**src/rtl/cascade_pi_pwm.sv**
```systemverilog
// cascade_pi_pwm
// Cascaded outer/inner PI controller sharing one signed multiplier, followed by
// a center-aligned (triangle carrier) PWM generator.
//
// Ports:
//   clk, rst          system clock, asynchronous active-high reset
//   enable            run control; low aborts the computation and clears the
//                     controller state
//   sample_valid      one-cycle strobe qualifying setpoint/meas_outer/meas_inner
//   setpoint          outer loop reference (unsigned W bits)
//   meas_outer        outer loop feedback (unsigned W bits)
//   meas_inner        inner loop feedback (unsigned W bits)
//   busy              computation in progress (including the duty_valid cycle)
//   overrun           one-cycle pulse after a strobe that arrived while busy
//   duty_valid        one-cycle pulse when a new duty is latched
//   duty              latest computed duty (shadow register)
//   sat_outer         outer output clamp engaged at its last update
//   sat_inner         inner output clamp engaged at its last update
//   pwm_out           registered PWM output
module cascade_pi_pwm #(
  parameter int                 W        = 12,
  parameter int                 DW       = 16,
  parameter int                 FRAC     = 8,
  parameter logic signed [15:0] KP_O     = 16'sd256,
  parameter logic signed [15:0] KI_O     = 16'sd16,
  parameter logic signed [15:0] KP_I     = 16'sd256,
  parameter logic signed [15:0] KI_I     = 16'sd16,
  parameter int                 O_MIN    = -2048,
  parameter int                 O_MAX    = 2047,
  parameter int                 PWM_BITS = 8
) (
  input  logic                clk,
  input  logic                rst,
  input  logic                enable,
  input  logic                sample_valid,
  input  logic [W-1:0]        setpoint,
  input  logic [W-1:0]        meas_outer,
  input  logic [W-1:0]        meas_inner,
  output logic                busy,
  output logic                overrun,
  output logic                duty_valid,
  output logic [PWM_BITS-1:0] duty,
  output logic                sat_outer,
  output logic                sat_inner,
  output logic                pwm_out
);

  localparam int PW = 16 + DW;   // full-precision product width
  localparam int SW = PW + 1;    // one bit wider so the sum cannot wrap before clamping
  localparam logic [PWM_BITS-1:0] CMAX = '1;

  typedef enum logic [2:0] {
    IDLE, O_ERR, O_INT, O_OUT, I_ERR, I_INT, I_OUT
  } state_t;

  state_t state, state_next;

  logic [W-1:0]          setpoint_r, meas_outer_r, meas_inner_r;
  logic signed [DW-1:0]  e_o, e_i, i_o, i_i, u_o;
  logic signed [W:0]     e_o_raw;

  logic signed [15:0]    mul_k;
  logic signed [DW-1:0]  mul_x, acc_in;
  logic signed [PW-1:0]  prod, prod_sh;
  logic signed [SW-1:0]  sum, lo, hi;
  logic signed [DW-1:0]  clamp_val;
  logic                  clamp_sat;
  logic                  accept;

  logic [PWM_BITS-1:0]   cnt;
  logic                  cnt_up;
  logic [PWM_BITS-1:0]   active_duty;

  // The duty_valid cycle also counts as busy so a new strobe is only taken one
  // cycle after the result appears.
  assign busy   = (state != IDLE) || duty_valid;
  assign accept = (state == IDLE) && !duty_valid && sample_valid && enable;

  assign e_o_raw = $signed({1'b0, setpoint_r}) - $signed({1'b0, meas_outer_r});

  // Shared multiplier and accumulate/clamp path: one product per state.
  always_comb begin
    mul_k  = '0;
    mul_x  = '0;
    acc_in = '0;
    lo     = SW'(O_MIN);
    hi     = SW'(O_MAX);
    unique case (state)
      O_INT: begin mul_k = KI_O; mul_x = e_o; acc_in = i_o; end
      O_OUT: begin mul_k = KP_O; mul_x = e_o; acc_in = i_o; end
      I_INT: begin
        mul_k = KI_I; mul_x = e_i; acc_in = i_i;
        lo = '0; hi = SW'($signed({1'b0, CMAX}));
      end
      I_OUT: begin
        mul_k = KP_I; mul_x = e_i; acc_in = i_i;
        lo = '0; hi = SW'($signed({1'b0, CMAX}));
      end
      default: ;
    endcase
  end

  assign prod    = PW'(mul_k) * PW'(mul_x);
  assign prod_sh = prod >>> FRAC;
  assign sum     = SW'(prod_sh) + SW'(acc_in);

  always_comb begin
    clamp_val = sum[DW-1:0];
    clamp_sat = 1'b0;
    if (sum < lo) begin
      clamp_val = lo[DW-1:0];
      clamp_sat = 1'b1;
    end else if (sum > hi) begin
      clamp_val = hi[DW-1:0];
      clamp_sat = 1'b1;
    end
  end

  always_ff @(posedge clk or posedge rst) begin
    if (rst) state <= IDLE;
    else     state <= state_next;
  end

  always_comb begin
    state_next = state;
    if (!enable) begin
      state_next = IDLE;
    end else begin
      unique case (state)
        IDLE:    if (accept) state_next = O_ERR;
        O_ERR:   state_next = O_INT;
        O_INT:   state_next = O_OUT;
        O_OUT:   state_next = I_ERR;
        I_ERR:   state_next = I_INT;
        I_INT:   state_next = I_OUT;
        I_OUT:   state_next = IDLE;
        default: state_next = IDLE;
      endcase
    end
  end

  always_ff @(posedge clk or posedge rst) begin
    if (rst) begin
      setpoint_r   <= '0;
      meas_outer_r <= '0;
      meas_inner_r <= '0;
      e_o          <= '0;
      e_i          <= '0;
      i_o          <= '0;
      i_i          <= '0;
      u_o          <= '0;
      duty         <= '0;
      duty_valid   <= 1'b0;
      overrun      <= 1'b0;
      sat_outer    <= 1'b0;
      sat_inner    <= 1'b0;
    end else begin
      duty_valid <= 1'b0;
      overrun    <= sample_valid && enable && busy;
      if (!enable) begin
        i_o       <= '0;
        i_i       <= '0;
        u_o       <= '0;
        duty      <= '0;
        sat_outer <= 1'b0;
        sat_inner <= 1'b0;
      end else begin
        unique case (state)
          IDLE: if (accept) begin
            setpoint_r   <= setpoint;
            meas_outer_r <= meas_outer;
            meas_inner_r <= meas_inner;
          end
          O_ERR: e_o <= DW'(e_o_raw);
          O_INT: i_o <= clamp_val;
          O_OUT: begin
            u_o       <= clamp_val;
            sat_outer <= clamp_sat;
          end
          I_ERR: e_i <= u_o - $signed(DW'({1'b0, meas_inner_r}));
          I_INT: i_i <= clamp_val;
          I_OUT: begin
            duty       <= clamp_val[PWM_BITS-1:0];
            sat_inner  <= clamp_sat;
            duty_valid <= 1'b1;
          end
          default: ;
        endcase
      end
    end
  end

  // Triangle carrier 0..CMAX..1; the shadow duty is taken only at the valley so
  // the output never glitches mid-period.
  always_ff @(posedge clk or posedge rst) begin
    if (rst) begin
      cnt         <= '0;
      cnt_up      <= 1'b1;
      active_duty <= '0;
      pwm_out     <= 1'b0;
    end else begin
      if (cnt_up) begin
        if (cnt == CMAX) begin
          cnt    <= cnt - 1'b1;
          cnt_up <= 1'b0;
        end else begin
          cnt <= cnt + 1'b1;
        end
      end else begin
        if (cnt == PWM_BITS'(1)) begin
          cnt    <= '0;
          cnt_up <= 1'b1;
        end else begin
          cnt <= cnt - 1'b1;
        end
      end

      if (!enable)                   active_duty <= '0;
      else if (cnt == '0 && cnt_up)  active_duty <= duty;

      pwm_out <= (active_duty > cnt);
    end
  end

endmodule

```
**config.mk**
```make
export PLATFORM = sky130hd
export DESIGN_NAME = cascade_pi_pwm
export DESIGN_NICKNAME = d
export VERILOG_FILES = /design/src/rtl/cascade_pi_pwm.sv
export SDC_FILE = /design/constraint.sdc
export NUM_CORES = 1
export LEC_CHECK = 0
export ABC_AREA = 1
export BUFFER_PORTS_ARGS = -buffer_cell sky130_fd_sc_hd__buf_2
export CAP_MARGIN = 40
export CORE_ASPECT_RATIO = 0.8
export CORE_MARGIN = 8
export CORE_UTILIZATION = 69
export CTS_BUF_LIST = sky130_fd_sc_hd__clkbuf_8
export CTS_CLUSTER_DIAMETER = 120
export DETAILED_ROUTE_END_ITERATION = 6
export GPL_TIMING_DRIVEN = 0
export HOLD_SLACK_MARGIN = 0.03
export PLACE_DENSITY = 0.95
export SYNTH_ARGS = -nofsm -noshare
export SYNTH_HDL_FRONTEND = slang
export SYNTH_SLANG_ARGS = --single-unit
```
**constraint.sdc**
```tcl
create_clock -name clk -period 13.8 [get_ports clk]
set_input_delay 2.76 -clock clk [delete_from_list [all_inputs] [get_ports clk]]
set_output_delay 2.76 -clock clk [all_outputs]
set_load 0.02 [all_outputs]
```
# Word-level counts from Yosys, hierarchy flattened
# Cells that the tools add are included.
[totals] romBits=0 ramBits=0 ff_bits=146 input_bits=40 latch_bits=0 n_memories=0 wordCells=93 output_inout_bits=14
[classes] bitwise=0 magnitude_cmp=3 reduce_logical=18 addsub=5 multipliers=1 shift=0 mux=34 n_div=0 eq_ne=14
[op_table] op="two-way mux 16 bit" count=8
[op_table] op="case mux 16 bit (2 select lines)" count=2
[op_table] op="two-way mux 8 bit" count=7
[op_table] op="less-than comparator 19 x 33 -> 1 bit" count=1
[op_table] op="two-way mux 33 bit" count=1
[op_table] op="multiplier 10 x 16 -> 26 bit" count=1
[op_table] op="adder 18 x 16 -> 19 bit" count=1
[op_table] op="> comparator 19 x 12 -> 1 bit" count=1
[op_table] op="case mux 3 bit (6 select lines)" count=1
[op_table] op="case mux 9 bit (2 select lines)" count=1
[op_table] op="subtractor 16 x 13 -> 16 bit" count=1
[op_table] op="subtractor 12 x 12 -> 13 bit" count=1
[op_table] op="two-way mux 1 bit" count=11
[op_table] op="two-way mux 11 bit" count=1
[op_table] op="!= test 2 x 1 -> 1 bit (second input constant)" count=5
[op_table] op="== test 3 bit (second input constant)" count=3
[op_table] op="adder 8 x 1 -> 8 bit (second input constant)" count=1
[op_table] op="== test 8 x 1 -> 1 bit (second input constant)" count=1
[op_table] op="== test 8 bit (second input constant)" count=1
[op_table] op="> comparator 8 bit" count=1
[op_table] op="zero test 8 bit" count=1
[op_table] op="OR reduction 2 bit" count=4
[op_table] op="subtractor 8 x 1 -> 8 bit (second input constant)" count=1
[op_table] op="== test 3 x 2 -> 1 bit (second input constant)" count=2
[op_table] op="10 further kinds" count=17

# Depth between registers and ports, before layout
# Gate-level depths: netlist of the first run.
[depth] depth_word=10 ltp_mapped=44 mapped_depth_nobuf=43

# Worst setup path after synthesis of the first run
# Ideal clock, no wire load.
[synth_timing] path_type="reg2reg" from="reg state[0]" to="reg i_i[11]" arrival_ns=5.968 period_less_slack_ns=6.086 required_time_ns=13.682 path_stages_with_launch=43 path_slack_ns=7.714 setup_ns=0.118 n_path_buf=2 cell_sequence="dfrtp_1 inv_2 nor2_2 inv_2 nor2_4 inv_2 nand2_2 clkbuf_1 nand2_1 a21oi_1 ha_1 ha_1 ha_1 ha_1 ha_1 fa_1 nand3_1 nand2_1 [7 not listed] xor2_1 inv_1 ha_1 inv_1 o21bai_1 a21oi_1 nand2_2 xor2_4 inv_1 ha_1 inv_1 nor3_1 nand2_2 nand3_2 nand2_2 buf_4 nand3_1 nand2_1"
[synth_via] elab_chain_cells=10 word_cells_on_any_way=22 cone_classes="add/sub: 1; mul: 1; order compare: 2; eq/ne: 5; mux: 9; reduce/logical: 4"
[synth_lines] item="start: declaration" line="56" source="state_t state, state_next;"
[synth_lines] item="start signal: assignment" line="121" source="else state <= state_next;"
[synth_lines] item="== test 3 x 2 -> 1 bit, or another cell as far along" line="88" source="unique case (state)"
[synth_lines] item="OR reduction 2 bit (no line)"
[synth_lines] item="case mux 9 bit (2 select lines) / case mux 16 bit (2 select lines) (equally long branches)" line="88"
[synth_lines] item="multiplier 10 x 16 -> 26 bit" line="103" source="assign prod = PW'(mul_k) * PW'(mul_x);"
[synth_lines] item="adder 18 x 16 -> 19 bit" line="105" source="assign sum = SW'(prod_sh) + SW'(acc_in);"
[synth_lines] item="> comparator 19 x 12 -> 1 bit" line="113" source="end else if (sum > hi) begin"
[synth_lines] item="two-way mux 16 bit" line="113"
[synth_lines] item="two-way mux 16 bit" line="110" source="if (sum < lo) begin"
[synth_lines] item="two-way mux 16 bit" line="168" source="unique case (state)"
[synth_lines] item="two-way mux 16 bit" line="160" source="if (!enable) begin"
[synth_lines] item="end signal: assignment" line="181" source="I_INT: i_i <= clamp_val;"
[synth_lines] item="end: declaration" line="59" source="logic signed [DW-1:0] e_o, e_i, i_o, i_i, u_o;"
# Several ways; a longest one is shown, not always the timed one. The select of a mux whose other input is x is not followed.
# A chain may end at the register's enable or synchronous reset.

# Worst setup path after layout of the first run
[layout_timing] from="reg state[1]" to="reg u_o[11]"
[layout_via] elab_chain_cells=10 word_cells_on_any_way=22 cone_classes="add/sub: 1; mul: 1; order compare: 2; eq/ne: 5; mux: 9; reduce/logical: 4"
[layout_lines] item="== test 3 x 2 -> 1 bit, or another cell as far along" line="88, 168"
[layout_lines] item="OR reduction 2 bit (no line)"
[layout_lines] item="case mux 9 bit (2 select lines) / case mux 16 bit (2 select lines) (equally long branches)" line="88"
[layout_lines] item="multiplier 10 x 16 -> 26 bit" line="103"
[layout_lines] item="adder 18 x 16 -> 19 bit" line="105"
[layout_lines] item="> comparator 19 x 12 -> 1 bit" line="113"
[layout_lines] item="two-way mux 16 bit" line="113"
[layout_lines] item="two-way mux 16 bit" line="110"
[layout_lines] item="two-way mux 16 bit" line="168"
[layout_lines] item="two-way mux 16 bit" line="160"
[layout_lines] item="end signal: assignment" line="177" source="u_o <= clamp_val;"
[layout_lines] item="end: declaration" line="59"
# Several ways; a longest one is shown, not always the timed one. The select of a mux whose other input is x is not followed.

==> flow_summary.ini, run 1 <==
[power_and_ir_drop]
p_sw_frac = 0.4568
leakage_nw = 6.376
clkPwrFrac = 0.179
p_comb_frac = 0.469
switchingPower_w = 0.0008705
seqPwrFrac = 0.353
ir_drop_v = 0.0001484
powerDensity_nw_per_um2 = 168.2
internal-power_w = 0.001035

[global_routing]
grt_pass1_vias = 9684
grt_max_degree = 76
grt_pass1_wl_mm = 45.80
gr-total-overflow = 0
grtUsageTotal = 0.2914
antenna_found_initial = 0

[clock_tree]
cts_buffers = 17
clock_latency_ns = 0.49
cts-root-buf = clkbuf_8
cts-resized-gates = 0
cts_tree = done
clockBufferDepth = 2
clock_sinks = 146
cts_hold_buf = 0
post_cts_buffers = 0
clk_pin_slew_worst_paths_ns = 0.09
cts_max_level = 4

[logic_synthesis]
ys_seq_elements = 146
synth_edf_count = 0
ys_top_cells_by_area = dfrtp_1, ha_1, nand2_1
yosysUniqueCellTypes = 53
synth_area_leader_cell = dfrtp_1
synth_top_area_frac = 0.3501
syn-instance-count = 1348
syn_avg_cell_area_um2 = 7.689
async_reset_ff_frac = 1.000
synth_ff_type = dfrtp_1
yosysSeqAreaShare = 0.3526
yosysWarnings = 0
syn_area_um2 = 10360

[critical_path]
crit_slowest_cell = dfrtp_1
cpMostUsedCell = ha_1
cp-end-kind = register
critPathLaunchType = register
crit_family = simple AND/OR/NAND/NOR gates
max_stage_delay_ns = 0.48
crit_required_ns = 14.16
cp.arrival_ns = 7.77
crit_buf_inv = 8
worstSetupPathType = reg -> reg
path_max_fanout = 10

[timing]
hold_viol = 0
max_slew_margin = 0.4694
timing.final.crit_share = 0.5367
finalSetupViolations = 0
fin_tns_setup_ns = 0
period_minus_slack_ns = 7.406
rsz0062_at_grt = false
final_max_slew_viol_count = 0
fmax_ghz = 0.1350
worstMarginPinSlew_ns = 0.7929
finClkSkew_ns = 0.02000

[routing]
drtPass1Iterations = 5
routed_wl_mm = 27.84
wl_per_cell_um = 17.07
vias_per_cell = 6.052
antenna_left = 0
drt_iter0_drc = 1228
drc = 0
num_vias = 9870

[place]
dpl.cell_count = 1599
hpwl_mm = 21.45
portBuffers = 52
gp_congestion = 0.9412

[run_status]
status = finished, final reports clean

[floorplanning]
die_h_um = 125.6
dieArea_um2 = 19220
die_w_um = 153.0
core.rowCount = 40
core_um2 = 14860
top_level_ports = 54
initial_core_util = 0.6973

[final_layout]
fin_cells = 1631
insertedDiodeCount = 0
nNetsFinal = 1594
syn_to_final_growth_pct = 9.295
fillers = 979
layout-drive-gt1-share = 0.1103
layout_commonest_cell = nand2_1
final_cell_mix = nand2_1, dfrtp_1, inv_1, ha_1, nor2_1

[hold_path]
hp-class = reg -> reg

[job]
cap_violations = 0
## worst reg2reg max path, delay by kind of cell (launching register included)
kind | cells | cell delay (ns)
adder cells (fa/ha/maj) | 8 | 2.13
AO/OA/AOI/OAI | 5 | 0.77
buffers and inverters | 8 | 1.07
flip-flops | 1 | 0.48
AND/OR/NAND/NOR | 17 | 2.43
XOR/XNOR | 2 | 0.41
## cell usage after synthesis (all sizes together) (2+ instances only)
library cell / instances
a22oi: 7
nand3b: 4
o2111ai: 3
dfrtp: 145
a211oi: 2
nor2: 116
or2: 8
a21oi: 87
buf: 13
xor2: 25
clkinv: 5
nor4: 2
o21ai: 51
fa: 5
a21o: 3
xnor2: 7
nand2: 366
o21bai: 2
o22ai: 9
mux2: 12
clkbuf: 17
o31ai: 4
nand3: 113
nand4: 14
a31oi: 7
inv: 153
a22o: 17
ha: 120
nor3: 18
## through the flow
step           setup slack (ns)  cell area, um^2  utilization  total power (W)  hold slack, ns
2_1_floorplan             7.119            10400            -         0.001278          0.4491
3_5_place_dp              6.608            10940       0.7357         0.001522          0.4682
4_1_cts                   6.538            11330       0.7621         0.001874          0.4901
3_3_place_gp              5.731            10890       0.7327         0.001466          0.4628
5_1_grt                   5.891            11330       0.7621         0.002025          0.5059
6_report                  6.394            11330       0.7621         0.001905          0.4887
## flip-flops by register name, indices dropped and copies added, names as in the netlist
signal,flops
e_i,16
i_i,16
i_o,16
u_o,16
e_o,13
meas_inner_r,12
meas_outer_r,12
setpoint_r,12
active_duty,8
cnt,8
duty,8
state,3
cnt_up,1
duty_valid,1
overrun,1
pwm_out,1
sat_inner,1
sat_outer,1
## layout make-up
class	count	area (um^2)	area share
buffer	30	141.4	0.01248
clock buffer	18	247.7	0.02187
clock inverter	14	145.1	0.01281
inverter	158	598.1	0.05279
multi-input combinational	1022	6006	0.5302
sequential	146	3655	0.3226
tap	189	236.5	0.02087
timing repair buffer	54	299.0	0.02640
## cell families after synthesis
family	count (synthesis)	synth area share
AND/OR/NAND/NOR	642	0.2645
AO/OA/AOI/OAI	201	0.1143
buffers and inverters	188	0.07086
flip-flops	146	0.3526
adder cells (fa/ha/maj)	125	0.1545
XOR/XNOR	32	0.02885
multiplexers	13	0.01400
other	1	0.0003618
## layer usage
| metal | up-vias | wire, um | track usage |
|---|---|---|---|
| met3 | 94 | 2670 | 0.06528 |
| met1 | 4620 | 11560 | 0.3770 |
| met4 | 0 | 952 | 0.1190 |
| met2 | 522 | 12650 | 0.4678 |
| met5 | - | 0 | 0 |
| li1 | 4634 | - | - |
## power by group through the flow
stage	combinational, W	sequential, W	clock [W]
final	0.000893	0.000672	0.000340
after global routing	0.000986	0.000682	0.000357
after CTS	0.000871	0.000665	0.000338
after detailed placement	0.000851	0.000671	0
after global placement	0.000802	0.000664	0
after floorplan	0.000632	0.000645	0
## worst paths after layout
check                              start            end  slack (ns)  cells past startpoint
worst max-delay path            state[1]        u_o[11]        6.39                     40
worst min-delay path             i_i[10]        i_i[10]        0.49                      2
worst max register to register  state[1]        u_o[11]        6.39                     40
worst min register to register   i_i[10]        i_i[10]        0.49                      2
max in group asynchronous            rst         cnt_up       10.65                      3
min in group asynchronous            rst  setpoint_r[6]        2.37                      2
(Power assumes the default switching activity.)
==> run 2, diff against run 1 <==
- CORE_UTILIZATION: 69 -> 58
- PLACE_DENSITY: 0.95 -> 0.9
- clock period: 13.8 -> 6.34 ns (I/O delays scaled with it)
==> run 2 against run 1 <==
  * Clock power grew 130%
  * Global-route usage shrank 2.3 points
  * Largest cell class unchanged
  * Sequential power increased by 120%
  * Clock-buffer cell count is the same
  * Fmax is 11% higher
  * Combinational power rose to 2.7 times the previous value
  * Wire length rose by 30%
  * Critical path type unchanged
  * Critical path depth increased by 1
  * The run now ends with DRC, setup timing left
==> flow_summary.ini, run 2 (synthesis results as in run 1) <==
[critical_path]
path_max_fanout = 7
cpMostUsedCell = nand2_4
critPathLaunchType = register
worstSetupPathType = reg -> reg
max_stage_delay_ns = 0.43
cp-end-kind = register
reg2regPathDepth = 41
rr_startpoint = state[0]
r2r-end = duty[5]
crit_required_ns = 6.70
crit_slowest_cell = dfrtp_1
r2r_setup_slack_ns = -0.35
crit_family = simple AND/OR/NAND/NOR gates
crit_buf_inv = 8
cp.arrival_ns = 7.05

[timing]
whs_ns = 0.4855
fin_tns_setup_ns = -9.176
max_slew_margin = 0.4265
fmax_ghz = 0.1495
finalSetupViolations = 57
worst_slack_ns = -0.3510
final_max_slew_viol_count = 0
period_minus_slack_ns = 6.691
worstMarginPinSlew_ns = 0.8571
hold_viol = 0
finClkSkew_ns = 0.01942
timing.final.crit_share = 1.055

[global_routing]
grt_pass1_wl_mm = 48.22
grt_max_degree = 97
grt_pass1_vias = 9555
gr-total-overflow = 0
antenna_found_initial = 0
grtUsageTotal = 0.2682

[final_layout]
fin_cells = 1698
insertedDiodeCount = 0
nNetsFinal = 1625
fillers = 1181
final_cell_mix = nand2_1, dfrtp_1, inv_1, ha_1, nor2_1
layout-drive-gt1-share = 0.2077
layout_commonest_cell = nand2_1
syn_to_final_growth_pct = 20.13

[routing]
wl_per_cell_um = 21.26
num_vias = 10990
vias_per_cell = 6.472
drc = 20
drt_iter0_drc = 1603
antenna_left = 0
drtPass1Iterations = 7
routed_wl_mm = 36.10

[floorplanning]
initial_core_util = 0.5946
die_w_um = 165.5
core_um2 = 17430
top_level_ports = 54
core.rowCount = 43
dieArea_um2 = 22430
die_h_um = 135.6

[place]
dpl.cell_count = 1635
gp_congestion = 0.9745
hpwl_mm = 21.20
portBuffers = 52

[clock_tree]
cts-root-buf = clkbuf_8
cts_max_level = 4
clk_pin_slew_worst_paths_ns = 0.10
clock_sinks = 146
cts_hold_buf = 0
clock_latency_ns = 0.48
cts_tree = done
cts_buffers = 17
clockBufferDepth = 2

[run_status]
violations = DRC, setup timing
status = finished with violations

[power_and_ir_drop]
leakage_nw = 6.639
ir_drop_v = 0.0002834
powerDensity_nw_per_um2 = 373.1

[hold_path]
min_from = u_o[0]
hold_path_depth = 2
hold-path-endpoint = u_o[0]
hp-class = reg -> reg

[job]
cap_violations = 0
## run 2: cell types whose count changed in the layout (fill, tap and decap cells not counted), sizes merged
cell | previous run | this run
clkinv | 9 | 8
buf | 67 | 98
clkbuf | 35 | 34
clkinvlp | 2 | 4
## run 2: worst max-delay path by stage
stage / slack [ns] / cells past startpoint / from / to
6_report: -0.35 / 41 / state[0] / duty[5]
5_1_grt: -0.53 / 39 / state[1] / duty[5]
4_1_cts: 0.008 / 39 / state[0] / i_o[11]
3_5_place_dp: -0.71 / 41 / state[0] / duty[2]
3_3_place_gp: -0.63 / 40 / state[0] / u_o[10]
2_1_floorplan: 0.25 / 42 / state[0] / i_i[11]
## run 2: worst register-to-register path: cells and delay by family, from the launching register on
kind	cells	cell delay, ns
xor+xnor	2	0.30
compound gates	4	0.75
fa+ha+maj	8	2.09
simple gates	19	2.19
flops	1	0.43
buf+inv	8	0.82
## run 2: power by group
group | total [W] | leakage (nW) | switching [W] | internal, W
clock network | 0.000797 | 0.201 | 0.000454 | 0.000343
registers | 0.00147 | 1.79 | 0.000229 | 0.00124
logic | 0.00238 | 4.65 | 0.00154 | 0.000839
total | 0.00465 | 6.64 | 0.00222 | 0.00243
## run 2: cell type report
class                   count  area, um^2  area share
clock inverters            14       167.7     0.01346
clock buffers              18       247.7     0.01990
flip-flops and latches    146        3657      0.2937
plain buffers              30       205.2     0.01648
repair buffers             84       563.0     0.04522
repair inverters            1       7.507   0.0006029
multi-input cells        1022        6714      0.5392
well taps                 225       281.5     0.02261
inverters                 158       608.1     0.04883
## run 2: per-stage QoR
| step | area [um^2] | util | worst slack, ns | total power, W |
|---|---|---|---|---|
| floorplan | 10400 | - | 0.2543 | 0.002781 |
| global placement | 10940 | 0.6274 | -0.6284 | 0.003236 |
| detailed placement | 10980 | 0.6299 | -0.7087 | 0.003328 |
| CTS | 11640 | 0.6680 | 0.007802 | 0.004216 |
| global route | 12450 | 0.7143 | -0.5288 | 0.004863 |
| finish | 12450 | 0.7143 | -0.3510 | 0.004646 |
## run 2: routing by layer
layer	up-vias	wire length, um	GRT usage
met5	-	0	0
met4	0	2565	0.1074
met3	265	4830	0.06683
met2	939	15560	0.4035
met1	5092	13140	0.3637
li1	4694	-	-
## run 2: timing repair
| item | CTS | global route |
|---|---|---|
| buffers inserted | 8 | 21 |
| setup endpoints to repair | 58 | 58 |
| resized for setup | 45 | 128 |
| cloned | 0 | 3 |
| pin swaps | 4 | 56 |
==> run 3, diff against run 2 <==
- ABC_AREA: 1 -> not set
==> run 3 against run 2 <==
  * Sequential power is 16% lower
  * Non-clock buffer count rose by 55
  * Synthesized cell count down 14%
  * Die area barely moved
  * Final area increased by 6.3%
  * Register-to-register slack lost 0.87 ns
  * Sequential share of layout area decreased by 1.7 points
  * Critical path type unchanged
  * The flow still finishes with violations (DRC, setup timing)
  * Setup slack got worse by 0.87 ns
  * Fmax down 11%
  * Critical path depth shrank 8
  * Combinational power decreased by 27%
  * Clock skew down 0.0042 ns
==> flow_summary.ini, run 3 <==
[run_status]
status = finished with violations
violations = DRC, setup timing

[logic_synthesis]
yosysWarnings = 0
synth_ff_type = dfrtp_1
syn_area_um2 = 10370
yosysSeqAreaShare = 0.3524
synth_common_cells = nand2_1, dfrtp_1, ha_1, o21ai_0, inv_1
synth.most_common_cell = nand2_1
synth_edf_count = 0
ys_seq_elements = 146
syn-instance-count = 1158
synth_top_area_frac = 0.3499
async_reset_ff_frac = 1.000
syn_avg_cell_area_um2 = 8.955
ys_top_cells_by_area = dfrtp_1, ha_1, nand2_1
yosysUniqueCellTypes = 74
synth_area_leader_cell = dfrtp_1

[critical_path]
r2r_setup_slack_ns = -1.22
crit_slowest_cell = or3_4
cp.arrival_ns = 7.99
path_max_fanout = 10
worstSetupPathType = reg -> reg
crit_required_ns = 6.77
cp-end-kind = register
startpoint = state[2]
max_stage_delay_ns = 0.57
cpMostUsedCell = ha_4
rr_startpoint = state[2]
critPathLaunchType = register

[global_routing]
grtUsageTotal = 0.3031
antenna_found_initial = 0
grt_pass1_wl_mm = 53.76
grt_pass1_vias = 10354
gr-total-overflow = 0
grt_max_degree = 91

[timing]
finClkSkew_ns = 0.01527
worstMarginPinSlew_ns = 0.8670
timing.final.crit_share = 1.192
finalSetupViolations = 58
worst_slack_ns = -1.220
max_slew_margin = 0.4176
fin_tns_setup_ns = -48.63
final_max_slew_viol_count = 0
period_minus_slack_ns = 7.560
hold_viol = 0
fmax_ghz = 0.1323
whs_ns = 0.4948
rsz0062_at_grt = true

[power_and_ir_drop]
power.total_w = 0.003745
seqPwrFrac = 0.328
switchingPower_w = 0.001594
internal-power_w = 0.002151
leakage_nw = 6.196
powerDensity_nw_per_um2 = 283.0
clkPwrFrac = 0.209
p_sw_frac = 0.4255
p_comb_frac = 0.463
ir_drop_v = 0.0001968

[place]
dpl.cell_count = 1446
gp_congestion = 0.9797
placed_cell_area_um2 = 11330
portBuffers = 52
hpwl_mm = 21.10

[clock_tree]
clock_latency_ns = 0.49
clk_pin_slew_worst_paths_ns = 0.11
cts_max_level = 4
cts_buffers = 17
clockBufferDepth = 2
cts-root-buf = clkbuf_8
clock_sinks = 146
cts_tree = done
cts_hold_buf = 0

[routing]
vias_per_cell = 6.840
antenna_left = 0
drtPass1Iterations = 7
drt_iter0_drc = 1847
routed_wl_mm = 37.15
num_vias = 10588
wl_per_cell_um = 24.00
drc = 30

[final_layout]
fin_area_um2 = 13230
seq_area_um2 = 3657
layout_commonest_cell = nand2_1
final_cell_mix = nand2_1, dfrtp_1, ha_1, o21ai_0, buf_4
fin_cells = 1548
syn_to_final_growth_pct = 27.59
insertedDiodeCount = 0
nNetsFinal = 1475
multiInputGateArea_um2 = 7407
fillers = 1021
layout-drive-gt1-share = 0.2698

[floorplanning]
die_w_um = 165.5
core.rowCount = 43
initial_core_util = 0.5949
top_level_ports = 54
core_um2 = 17430
die_h_um = 135.6
dieArea_um2 = 22440

[hold_path]
hp-class = reg -> reg
min_from = i_o[4]

[job]
cap_violations = 0
==> run 3: cell types whose count changed after synthesis, moves of 14 or more <==
cell      change
clkbuf_1     +20
o21ai_0      +54
xnor2_1      +16
or3_1        +16
nand2_1     -172
nor2b_1      +22
nand3_1      -89
a21o_1       +15
inv_1        -79
nand2_2      -14
o31ai_1      +15
a21oi_1      -29
nor2_1       -53
==> run 3: area by class of cell <==
class | instances | area share
buffer | 40 | 0.02184
clock buffer | 17 | 0.01768
clock inverter | 15 | 0.01258
inverter | 63 | 0.01825
multi-input combinational | 913 | 0.5598
sequential | 146 | 0.2764
tap | 225 | 0.02128
timing repair buffer | 129 | 0.07215
==> run 3: critical path, delay by kind of cell, from the launching register on <==
kind	cells	cell delay [ns]
AOI/OAI and AO/OA	10	2.01
xor gates and xnor gates	1	0.17
adders and majority gates	8	1.96
buffers and inverters	6	0.82
DFF	1	0.44
and+or+nand+nor	8	2.10
==> run 3: repair_timing <==
action	CTS	global route
resized for setup	126	78
pin swaps	71	49
setup endpoints to repair	58	58
buffers inserted	39	31
gates cloned	4	0
==> run 3: worst paths after layout <==
path                       endpoint  cells past startpoint
min in group asynchronous    u_o[3]                      2
min                          i_o[4]                      2
max in group asynchronous  state[0]                      3
max                          i_i[8]                     33
min reg2reg                  i_o[4]                      2
max reg2reg                  i_i[8]                     33
==> run 3: logic make-up after synthesis <==
group           Yosys count  synth area share
mux                      31           0.03197
other cells               1         0.0003616
buf+inv                 108           0.04138
fa+ha+maj               125            0.1544
xor+xnor                 40           0.03451
compound gates          321            0.2013
flops                   146            0.3524
simple gates            386            0.1836
==> run 3: power by group through the flow <==
stage | registers [W] | logic, W | clock network [W]
finish | 0.00123 | 0.00174 | 0.000783
global route | 0.00124 | 0.00184 | 0.000808
CTS | 0.00121 | 0.00145 | 0.000762
detailed placement | 0.00122 | 0.00121 | 0
global placement | 0.00122 | 0.00116 | 0
floorplan | 0.00118 | 0.000928 | 0
==> run 3: per-layer routing <==
layer  share of wire  global-route usage  wire, um  vias up
met5               0                   0         0        -
met4           0.072              0.1609      2665        0
met3            0.12             0.08445      4423      291
met2            0.45              0.4757     16860      794
met1            0.36              0.3738     13200     5032
li1                -                   -         -     4471
==> run 3: metrics by stage <==
stage | setup WS (ns) | util
global route | -1.249 | 0.7590
global placement | -1.310 | 0.6466
finish | -1.220 | 0.7590
floorplan | -0.4023 | -
CTS | -0.5655 | 0.7271
detailed placement | -1.559 | 0.6497
